[src/rtl/hf14a_reader_sched_pkg.sv]
// Shared constants for the ISO14443-A reader scheduler: HF datapath mode codes and FSM states.
package hf14a_pkg;

  localparam logic [2:0] SNIFFER       = 3'b000;
  localparam logic [2:0] TAGSIM_LISTEN = 3'b001;
  localparam logic [2:0] TAGSIM_MOD    = 3'b010;
  localparam logic [2:0] READER_LISTEN = 3'b011;
  localparam logic [2:0] READER_MOD    = 3'b100;

  typedef enum logic [2:0] {
    IDLE,
    SYNC,
    TX,
    GUARD,
    LISTEN,
    RESP
  } state_e;

endpackage

[src/rtl/hf14a_reader_sched_bit_timer.sv]
// Loadable bit-period down-counter; decrements on bit_strobe when enabled, saturates at zero.
module hf14a_bit_timer #(
  parameter int TO_W = 12
) (
  input  logic            osc_clk,
  input  logic            rst_n,
  input  logic            bit_strobe,
  input  logic            dec_en,
  input  logic            load,
  input  logic [TO_W-1:0] load_val,
  output logic [TO_W-1:0] cnt,
  output logic            zero
);

  logic [TO_W-1:0] cnt_q, cnt_d;

  always_comb begin
    cnt_d = cnt_q;
    if (load) begin
      cnt_d = load_val;
    end else if (bit_strobe && dec_en && (cnt_q != '0)) begin
      cnt_d = cnt_q - 1'b1;
    end
  end

  always_ff @(negedge osc_clk) begin
    if (!rst_n) cnt_q <= '0;
    else        cnt_q <= cnt_d;
  end

  assign cnt  = cnt_q;
  assign zero = (cnt_q == '0);

endmodule

[src/rtl/hf14a_reader_sched.sv]
// ISO14443-A reader exchange sequencer: TX -> guard -> listen -> response -> done/timeout.
// Optional statistics ports are compiled in with HF14A_SCHED_STATS_EN.
module hf14a_reader_sched
  import hf14a_pkg::*;
#(
  parameter logic [2:0] IDLE_MODE     = 3'b011,
  parameter int         EOF_IDLE_BITS = 2,
  parameter int         TO_W          = 12
) (
  input  logic            osc_clk,
  input  logic            rst_n,
  input  logic            bit_strobe,
  input  logic            curbit,
  input  logic            start,
  input  logic            abort,
  input  logic [8:0]      tx_bits,
  input  logic [7:0]      fdt_bits,
  input  logic [TO_W-1:0] timeout_bits,
  output logic [2:0]      mod_type,
  output logic            busy,
  output logic            rx_window,
  output logic            done,
  output logic            timeout
`ifdef HF14A_SCHED_STATS_EN
  ,
  output logic [9:0]      rx_bit_cnt,
  output logic [7:0]      resp_cnt
`endif
);

  state_e          state_q, state_d;
  logic [8:0]      tx_q, tx_d;
  logic [7:0]      fdt_q, fdt_d;
  logic [TO_W-1:0] to_q, to_d;
  logic [2:0]      mod_type_q, mod_type_d;
  logic            busy_q, busy_d;
  logic            rx_window_q, rx_window_d;
  logic            done_q, done_d;
  logic            timeout_q, timeout_d;

  logic            tmr_load, tmr_dec_en, tmr_zero, tmr_last;
  logic [TO_W-1:0] tmr_val, tmr_cnt;

  hf14a_bit_timer #(.TO_W(TO_W)) u_timer (
    .osc_clk    (osc_clk),
    .rst_n      (rst_n),
    .bit_strobe (bit_strobe),
    .dec_en     (tmr_dec_en),
    .load       (tmr_load),
    .load_val   (tmr_val),
    .cnt        (tmr_cnt),
    .zero       (tmr_zero)
  );

  // This strobe takes the timer to zero (or it already sits there).
  assign tmr_last = (tmr_cnt <= TO_W'(1));

  always_comb begin
    state_d    = state_q;
    tx_d       = tx_q;
    fdt_d      = fdt_q;
    to_d       = to_q;
    done_d     = 1'b0;
    timeout_d  = 1'b0;
    tmr_load   = 1'b0;
    tmr_dec_en = 1'b1;
    tmr_val    = '0;

    case (state_q)
      IDLE: begin
        if (start) begin
          state_d = SYNC;
          tx_d    = tx_bits;
          fdt_d   = fdt_bits;
          to_d    = timeout_bits;
        end
      end
      SYNC: begin
        if (bit_strobe) state_d = (tx_q == '0) ? GUARD : TX;
      end
      TX: begin
        if (bit_strobe && tmr_last) state_d = GUARD;
      end
      GUARD: begin
        if (tmr_zero || (bit_strobe && tmr_last)) state_d = LISTEN;
      end
      LISTEN: begin
        tmr_dec_en = (to_q != '0);
        if (bit_strobe) begin
          if (curbit) begin
            state_d = RESP;
          end else if ((to_q != '0) && tmr_last) begin
            state_d   = IDLE;
            timeout_d = 1'b1;
          end
        end
      end
      RESP: begin
        // The timer counts remaining idle bits; a '1' bit rearms it.
        tmr_dec_en = !curbit;
        if (bit_strobe) begin
          if (curbit) begin
            tmr_load = 1'b1;
          end else if (tmr_last) begin
            state_d = IDLE;
            done_d  = 1'b1;
          end
        end
      end
      default: state_d = IDLE;
    endcase

    if (abort) begin
      state_d   = IDLE;
      done_d    = 1'b0;
      timeout_d = 1'b0;
    end

    if (state_d != state_q) tmr_load = 1'b1;

    case (state_d)
      TX:      tmr_val = TO_W'(tx_q);
      GUARD:   tmr_val = TO_W'(fdt_q);
      LISTEN:  tmr_val = to_q;
      RESP:    tmr_val = TO_W'(EOF_IDLE_BITS);
      default: tmr_val = '0;
    endcase

    mod_type_d  = (state_d == TX) ? READER_MOD : IDLE_MODE;
    busy_d      = (state_d != IDLE);
    rx_window_d = (state_d == LISTEN) || (state_d == RESP);
  end

  always_ff @(negedge osc_clk) begin
    if (!rst_n) begin
      state_q     <= IDLE;
      tx_q        <= '0;
      fdt_q       <= '0;
      to_q        <= '0;
      mod_type_q  <= IDLE_MODE;
      busy_q      <= 1'b0;
      rx_window_q <= 1'b0;
      done_q      <= 1'b0;
      timeout_q   <= 1'b0;
    end else begin
      state_q     <= state_d;
      tx_q        <= tx_d;
      fdt_q       <= fdt_d;
      to_q        <= to_d;
      mod_type_q  <= mod_type_d;
      busy_q      <= busy_d;
      rx_window_q <= rx_window_d;
      done_q      <= done_d;
      timeout_q   <= timeout_d;
    end
  end

  assign mod_type  = mod_type_q;
  assign busy      = busy_q;
  assign rx_window = rx_window_q;
  assign done      = done_q;
  assign timeout   = timeout_q;

`ifdef HF14A_SCHED_STATS_EN
  logic [9:0] rx_bit_cnt_q, rx_bit_cnt_d;
  logic [7:0] resp_cnt_q, resp_cnt_d;

  always_comb begin
    rx_bit_cnt_d = rx_bit_cnt_q;
    resp_cnt_d   = resp_cnt_q;
    if ((state_d == SYNC) && (state_q != SYNC)) begin
      rx_bit_cnt_d = '0;
    end else if ((state_q == RESP) && bit_strobe) begin
      rx_bit_cnt_d = rx_bit_cnt_q + 1'b1;
    end
    if (done_d) resp_cnt_d = resp_cnt_q + 1'b1;
  end

  always_ff @(negedge osc_clk) begin
    if (!rst_n) begin
      rx_bit_cnt_q <= '0;
      resp_cnt_q   <= '0;
    end else begin
      rx_bit_cnt_q <= rx_bit_cnt_d;
      resp_cnt_q   <= resp_cnt_d;
    end
  end

  assign rx_bit_cnt = rx_bit_cnt_q;
  assign resp_cnt   = resp_cnt_q;
`endif

endmodule
[config.mk]
export PLATFORM = sky130hd
export DESIGN_NAME = hf14a_reader_sched
export DESIGN_NICKNAME = d
export VERILOG_FILES = /design/src/rtl/hf14a_reader_sched_pkg.sv /design/src/rtl/hf14a_reader_sched_bit_timer.sv /design/src/rtl/hf14a_reader_sched.sv
export SDC_FILE = /design/constraint.sdc
export NUM_CORES = 1
export LEC_CHECK = 0
export BUFFER_PORTS_ARGS = -buffer_cell sky130_fd_sc_hd__buf_2
export CORE_ASPECT_RATIO = 1.25
export CORE_UTILIZATION = 45
export CTS_BUF_LIST = sky130_fd_sc_hd__clkbuf_4 sky130_fd_sc_hd__clkbuf_8
export DETAILED_ROUTE_END_ITERATION = 8
export PLACE_DENSITY = 0.69
export SLEW_MARGIN = 30
export SYNTH_ARGS = -nofsm -noshare
export SYNTH_HDL_FRONTEND = slang
export SYNTH_HIERARCHICAL = 1
export SYNTH_SLANG_ARGS = --single-unit
[constraint.sdc]
create_clock -name osc_clk -period 4.9 [get_ports osc_clk]
set_clock_uncertainty 0.2 [all_clocks]
set_input_delay 0.735 -clock osc_clk [delete_from_list [all_inputs] [get_ports osc_clk]]
set_output_delay 0.735 -clock osc_clk [all_outputs]
set_load 0.01 [all_outputs]
==> qor.json, run 1 <==
{
  "status": {
    "status": "finished with violations",
    "failed_checks": "setup timing"
  },
  "critical_path": {
    "r2r.worst_path.cells": 14,
    "worst_setup_path_end_kind": "flip-flop",
    "end_of_the_critical_path": "u_timer/cnt[7]",
    "regToRegStartpoint": "u_timer/cnt[1]",
    "regToRegEndpoint": "u_timer/cnt[0]",
    "critical_path.startpoint_type": "primary input",
    "worstPathArrival_ns": 3.12,
    "timing.critical_path.required_ns": 2.53,
    "rrSetupSlack_ns": 0.92,
    "worst-setup-path-type": "primary input to flip-flop",
    "peak_fanout_along_the_critical_path": 6,
    "worstSetupStartpoint": "bit_strobe"
  },
  "final_layout": {
    "nNetsFinal": 467,
    "num_antenna_cells": 0,
    "area_growth_pct": 44.1,
    "fillerInstances": 412,
    "post_route_cells_drive_above_1_share_pct": 33.9,
    "final_cell_count_no_fill": 495,
    "sequential_cell_area_mm2": 0.00100,
    "multiInputGateArea_mm2": 0.00168,
    "layout.core_utilization_pct": 68.0
  },
  "sta": {
    "timing.final.ws_setup_ns": -0.587,
    "timing.slew.headroom_pct": 40.3,
    "hold_viol_final": 0,
    "finalSetupViolCount": 16,
    "max_slew.worst_pin.slew_ns": 0.887,
    "rsz0062_at_grt": "yes",
    "report.final.slew_viol_count": 0
  },
  "synth": {
    "synth.yosys.seq_area_share_pct": 38.7,
    "synth-seq-cells": 50,
    "synthDominantCellAreaShare_pct": 38.7,
    "synth_top_cells_by_count": "nand2_1 (65), dfxtp_1 (50), a21oi_1 (37)",
    "syn-instance-count": 314,
    "synth_warnings": 6,
    "netlist-cell-type-count": 54,
    "syn_area_per_cell_um2": 8.23,
    "synthMostInstantiatedCell": "nand2_1",
    "synth_nets": 351,
    "synthesis.area_mm2": 0.00258,
    "synth_top_cells_by_area": "dfxtp_1 (39%), nand2_1 (9.4%), a21oi_1 (7.2%), mux2i_1 (4.3%), o21ai_0 (2.9%)",
    "synth_flop_cell": "dfxtp_1",
    "synth_enable_flop_cells": 0,
    "post-synth-top-area-cell": "dfxtp_1",
    "synth_async_sr_flop_share_pct": 0
  },
  "placement": {
    "placed_cells": 426,
    "buffer_ports.inserted": 41,
    "placement.setup.worst_slack_ns": -0.930,
    "final_wtd_congestion": 0.903,
    "hpwl_um": 4820
  },
  "clock_tree": {
    "cts_hold_fix_bufs": 0,
    "clock_sink_count": 50,
    "clkLatencyLatePin_ns": 0.38,
    "cts_tree": "done",
    "clockBufferDepth": 2,
    "clk_pin_slew_ns": 0.04,
    "cts_buffers": 5,
    "cts_htree_levels": 2,
    "cts-root-buf": "clkbuf_8"
  },
  "grt": {
    "gr-usage-all-layers_pct": 25.1,
    "antenna_found_initial": 0,
    "number_of_global_route_vias_before_repair": 2780,
    "maximum_number_of_pins_on_one_net_before_global_route_repair": 35,
    "grt_overflow": 0,
    "grt_pass1_wl_um": 12100
  },
  "route": {
    "drc_violations_left": 0,
    "ant_nets": 0,
    "routed_via_density": 5.76,
    "via_count": 2849,
    "drt-initial-drc-count": 228,
    "firstDrtPassIters": 4,
    "wl_per_cell_um": 16.9,
    "route.final.wire_length_um": 8350
  },
  "power_and_ir_drop": {
    "power_leakage_nw": 1.68,
    "p_per_area_mw_per_mm2": 356,
    "max-vdd-ir-drop_mv": 0.195
  },
  "die": {
    "die_x_um": 69.8,
    "chipHeight_um": 86.7,
    "ioPinCount": 42,
    "floorplan.core_area_mm2": 0.00548,
    "initial_utilization_pct": 47.2,
    "num_rows": 30,
    "dieArea_mm2": 0.00605
  },
  "job": {
    "maxCapViolations": 0
  },
  "min_path": {
    "min-delay-path-class": "flip-flop to flip-flop"
  }
}
[critical path, cell delays in order]
cell and delay, ns:
buf_6 0.07, or4b_4 0.45, or3_4 0.37, buf_6 0.13
a2111oi_4 0.34, buf_4 0.19, a221oi_4 0.04, a21oi_4 0.16
buf_6 0.16, o2bb2ai_1 0.14, o21ai_1 0.12, a31oi_1 0.21
[routing by layer]
metal / wire length [um] / track usage (%) / share of wire [%] / vias up
met1: 3130 / 25.5 / 37 / 1345
li1: - / - / - / 1365
met4: 349 / 18.9 / 4.2 / 0
met3: 433 / 7.79 / 5.2 / 22
met2: 4440 / 43.3 / 53 / 117
met5: 0 / 0 / 0 / -
[cell families (layout without fill, tap and decap cells)]
family | Yosys count | after routing | synth area share [%]
compound gates | 92 | 92 | 24.4
xor+xnor | 1 | 1 | 0.339
fa+ha+maj | 2 | 2 | 0.968
buf+inv | 29 | 146 | 5.32
flops | 50 | 50 | 38.7
mux | 12 | 12 | 4.70
simple gates | 128 | 128 | 25.5
[sequential cells by signal, summed over array words and instances, names as in the netlist]
signal,flops
u_timer/cnt,12
timeout,1
mod_type,2
fdt_q,8
done,1
state_q,3
to_q,12
tx_q,9
rx_window,1
busy,1
[cells in the final DEF, fill, tap and decap left out, drive strengths merged, types with 3 or more instances in the layout]
master and instances:
a21o 3, a21oi 39, a31oi 8, and2 4
and3 3, buf 77, clkbuf 7, dfxtp 50
inv 61, mux2i 11, nand2 65, nand2b 3
nand3 6, nor2 12, nor3 5, nor4 4
o21ai 16, o2bb2ai 7, o31ai 5, o41ai 3
or2 4, or3 7, or4 9, or4b 3
[where the power goes]
part           leakage, nW  internal (mW)  switching, mW  total, mW
clock                0.327          0.209          0.257      0.467
sequential           0.411          0.442         0.0433      0.485
combinational        0.939          0.178          0.195      0.374
total                 1.68          0.829          0.496       1.33
[layout make-up]
cell class              count  area share (%)
inverters                   9           0.907
well taps                  64            2.15
clock inverters            53            6.31
repair buffers             79            16.8
multi-input cells         235            45.1
flip-flops and latches     50            26.9
clock buffers               5            1.85
[per-stage QoR]
stage | hold slack, ns | area [um^2] | TNS [ns] | power (mW)
after floorplan | 0.236 | 2610 | -10.94 | 0.732
after global placement | 0.242 | 2990 | -12.68 | 0.812
after detailed placement | 0.247 | 2990 | -13.18 | 0.818
after CTS | 0.253 | 3500 | -6.34 | 1.26
after global routing | 0.274 | 3730 | -7.36 | 1.41
final | 0.253 | 3730 | -6.75 | 1.33
[how the worst min path moves through the flow]
stage,startpoint,end,cells past startpoint
after floorplan,fdt_q[0],fdt_q[0],2
after global placement,fdt_q[3],fdt_q[3],2
after detailed placement,fdt_q[0],fdt_q[0],2
after CTS,fdt_q[0],fdt_q[0],2
after global routing,fdt_q[0],fdt_q[0],2
final,fdt_q[0],fdt_q[0],2
[repair_timing]
action | in CTS | in global routing
resized for setup | 19 | 38
endpoints found under the setup margin | 17 | 17
cloned | 4 | 1
pin swaps | 4 | 7
buffers inserted | 6 | 3
(Power assumes the default switching activity.)
==> run 2, diff against run 1 <==
--- a/config.mk
+++ b/config.mk
@@ -10,7 +10,7 @@
 export CORE_UTILIZATION = 45
 export CTS_BUF_LIST = sky130_fd_sc_hd__clkbuf_4 sky130_fd_sc_hd__clkbuf_8
 export DETAILED_ROUTE_END_ITERATION = 8
-export PLACE_DENSITY = 0.69
+export PLACE_DENSITY_LB_ADDON = 0.12
 export SLEW_MARGIN = 30
 export SYNTH_ARGS = -nofsm -noshare
 export SYNTH_HDL_FRONTEND = slang
==> run 2 against run 1 <==
The flow still finishes with violations (setup timing). Sequential share of layout area increased by 2.6 points. Sequential power barely moved. Via count decreased by 6.3%. Clock-buffer cell count stayed put. Flip-flop and latch count did not move. Critical path depth shrank 1. Hold slack worse by 0.0023 ns. Final area down 8.9%. Cell count down 2.0%. Setup slack better by 0.029 ns. Clock power fell by 15%.
==> qor.json, run 2 (synthesis results as in run 1) <==
{
  "status": {
    "status": "finished with violations",
    "failed_checks": "setup timing"
  },
  "grt": {
    "antenna_found_initial": {"value": 0, "change": "unchanged"},
    "globalRouteMet3Util": {"value": 6.40, "unit": "%", "change": "-1.4 points"},
    "grt_pass1_wl": {"value": 11300, "unit": "um", "change": "-6.2%"},
    "grtUsageMet2": {"value": 38.5, "unit": "%", "change": "-4.7 points"},
    "number_of_global_route_vias_before_repair": {"value": 2559, "change": "-7.9%"},
    "gr-usage-all-layers": {"value": 23.3, "unit": "%", "change": "-1.8 points"},
    "top_usage_layer": "met2",
    "maximum_number_of_pins_on_one_net_before_global_route_repair": {"value": 35, "change": "unchanged"},
    "grt_overflow": {"value": 0, "change": "unchanged"},
    "met1_track_demand_over_resource": {"value": 27.4, "unit": "%", "change": "+1.9 points"}
  },
  "critical_path": {
    "crit_path_cell_trace": "buf_6, or4b_4, or3_4, mux2i_1, o2111ai_2, and3_1, o211ai_1, buf_4, buf_4, a21o_1, o221a_2",
    "worst-setup-path-type": "primary input to flip-flop",
    "worstPathArrival": {"value": 3.06, "unit": "ns", "change": "-0.06 ns"},
    "crit_family": "simple AND/OR/NAND/NOR gates",
    "cp_slowest_stage_delay": {"value": 0.45, "unit": "ns", "change": "about the same"},
    "critical_path.startpoint_type": "primary input",
    "peak_fanout_along_the_critical_path": {"value": 5, "change": "-1"},
    "timing.critical_path.required": {"value": 2.50, "unit": "ns", "change": "-0.03 ns"},
    "timing.critical_path.slowest_stage_cell": "or4b_4",
    "worst_setup_path_end_kind": "flip-flop",
    "timing.critical_path.buf_inv": {"value": 3, "change": "-1"},
    "cell_type_with_the_highest_occurrence_count_on_the_critical_path": "buf_4"
  },
  "clock_tree": {
    "clock_sink_count": {"value": 50, "change": "unchanged"},
    "cts-root-buf": "clkbuf_8",
    "cts_buffers": {"value": 5, "change": "unchanged"},
    "clk_pin_slew": {"value": 0.03, "unit": "ns", "change": "about the same"},
    "cts_htree_levels": {"value": 2, "change": "unchanged"},
    "cts_tree": "done",
    "clkLatencyLatePin": {"value": 0.37, "unit": "ns", "change": "about the same"},
    "clockBufferDepth": {"value": 2, "change": "unchanged"},
    "cts_hold_fix_bufs": {"value": 0, "change": "unchanged"}
  },
  "route": {
    "routed_via_density": {"value": 5.51, "change": "-4.4%"},
    "route.final.wire_length": {"value": 6860, "unit": "um", "change": "-18%"},
    "drc_violations_left": {"value": 0, "change": "unchanged"},
    "drt-initial-drc-count": {"value": 105, "change": "-54%"},
    "ant_nets": {"value": 0, "change": "unchanged"},
    "via_count": {"value": 2670, "change": "-6.3%"},
    "wl_per_cell": {"value": 14.1, "unit": "um", "change": "-16%"},
    "firstDrtPassIters": {"value": 4, "change": "unchanged"}
  },
  "final_layout": {
    "area_growth_pct": 31.4,
    "commonest_non_fill_non_tap_cell_in_the_layout": "nand2_1",
    "multiInputGateArea": {"value": 0.00156, "unit": "mm^2", "change": "-7.4%"},
    "final_cell_count_no_fill": {"value": 485, "change": "-2.0%"},
    "final_area": {"value": 0.00340, "unit": "mm^2", "change": "-8.9%"},
    "post_route_cells_drive_above_1_share": {"value": 29.7, "unit": "%", "change": "-4.2 points"},
    "num_antenna_cells": {"value": 0, "change": "unchanged"},
    "fillerInstances": {"value": 517, "change": "+25%"},
    "nNetsFinal": {"value": 457, "change": "-2.1%"},
    "sequential_cell_area": {"value": 0.00100, "unit": "mm^2", "change": "unchanged"},
    "layout.cells.most_common_list": "nand2_1 (65), inv_1 (57), dfxtp_1 (50), buf_2 (40), a21oi_1 (36)"
  },
  "power_and_ir_drop": {
    "comb_power_share": {"value": 24.8, "unit": "%", "change": "-3.4 points"},
    "clock_power_share": {"value": 33.9, "unit": "%", "change": "-1.3 points"},
    "p_per_area": {"value": 343, "unit": "mW/mm^2", "change": "-3.5%"},
    "total_power": {"value": 1.17, "unit": "mW", "change": "-12%"},
    "max-vdd-ir-drop": {"value": 0.202, "unit": "mV", "change": "+3.7%"},
    "seq_power_share": {"value": 41.3, "unit": "%", "change": "+4.7 points"},
    "power_leakage": {"value": 1.56, "unit": "nW", "change": "-7.2%"},
    "switching_share": {"value": 37.3, "unit": "%", "change": "-0.16 points"},
    "netSwitchingPower": {"value": 434, "unit": "uW", "change": "-12%"},
    "cell_internal_pwr": {"value": 732, "unit": "uW", "change": "-12%"}
  },
  "sta": {
    "rsz0062_at_grt": "yes",
    "hold_viol_final": {"value": 0, "change": "unchanged"},
    "finalSetupViolCount": {"value": 17, "change": "+1"},
    "timing.final.ws_setup": {"value": -0.557, "unit": "ns", "change": "+0.0295 ns"},
    "setup_total_negative_slack": {"value": -5.84, "unit": "ns", "change": "+0.912 ns"},
    "report.final.slew_viol_count": {"value": 0, "change": "unchanged"},
    "timing.slew.headroom": {"value": 54.2, "unit": "%", "change": "+14 points"},
    "max_slew.worst_pin.slew": {"value": 0.682, "unit": "ns", "change": "-0.206 ns"}
  },
  "die": {
    "initial_utilization": {"value": 47.2, "unit": "%", "change": "unchanged"},
    "floorplan.core_area": {"value": 0.00548, "unit": "mm^2", "change": "unchanged"},
    "num_rows": {"value": 30, "change": "unchanged"},
    "ioPinCount": {"value": 42, "change": "unchanged"},
    "chipHeight": {"value": 86.7, "unit": "um", "change": "unchanged"},
    "dieArea": {"value": 0.00605, "unit": "mm^2", "change": "unchanged"},
    "die_x": {"value": 69.8, "unit": "um", "change": "unchanged"}
  },
  "job": {
    "maxCapViolations": {"value": 0, "change": "unchanged"}
  },
  "placement": {
    "placed_cells": {"value": 427, "change": "+0.23%"},
    "final_wtd_congestion": {"value": 0.924, "change": "+2.3%"},
    "hpwl": {"value": 4880, "unit": "um", "change": "+1.1%"},
    "placed_area": {"value": 0.00299, "unit": "mm^2", "change": "+0.25%"},
    "buffer_ports.inserted": {"value": 41, "change": "unchanged"}
  },
  "min_path": {
    "min-delay-path-class": "flip-flop to flip-flop"
  }
}
==> run 2: cell types whose count changed in the layout (fill, tap and decap cells not counted), sizes merged <==
cell,previous run,this run
bufinv,1,0
clkbuf,7,5
clkinvlp,0,1
buf,77,69
==> run 2: power groups by stage <==
stage | Clock [mW] | Combinational, mW | Sequential, mW
final | 0.396 | 0.289 | 0.482
after global routing | 0.470 | 0.318 | 0.484
after CTS | 0.420 | 0.286 | 0.481
after detailed placement | 0.0649 | 0.273 | 0.486
after global placement | 0.0649 | 0.268 | 0.485
after floorplan | 0.0649 | 0.195 | 0.472
==> run 2: worst min-delay path: cells and delay by family, from the launching register on <==
kind	cells	cell delay, ns
AO/OA/AOI/OAI	1	0.05
flip-flops	1	0.30
AND/OR/NAND/NOR	1	0.05
==> run 2: stage by stage <==
stage                     utilization, %  hold WS, ns  setup slack [ns]
after floorplan                        -        0.236            -0.866
after global placement              54.6        0.242            -0.883
after detailed placement            54.6        0.248            -0.948
after CTS                           61.3        0.253            -0.435
after global routing                62.0        0.267            -0.643
final                               62.0        0.251            -0.557
==> run 2: layout make-up <==
cell class	count	area share, %
clock buffer	5	2.03
timing repair buffer	69	13.2
clock inverter	53	6.04
multi-input combinational	235	45.9
inverter	9	0.995
sequential	50	29.5
tap	64	2.36
==> run 2: final timing paths <==
path	depth (start not counted)	to	from	slack, ns
worst max-delay path	11	u_timer/cnt[2]	bit_strobe	-0.56
worst min-delay path	2	fdt_q[0]	fdt_q[0]	0.25
worst max register to register	12	u_timer/cnt[1]	u_timer/cnt[1]	1.24
worst min register to register	2	fdt_q[0]	fdt_q[0]	0.25
==> run 2: metal layers <==
metal,vias up,part of all wire (%)
li1,1347,-
met1,1228,44
met5,-,0
met4,0,2.1
met2,80,50
met3,15,4.1
==> run 2: what timing repair did <==
action / CTS / global route
pin swaps: 7 / 1
setup buffers: 0 / 1
endpoints found under the setup margin: 17 / 17
gates cloned: 1 / 0
resized for setup: 23 / 4
hold endpoints to repair: 0 / 0
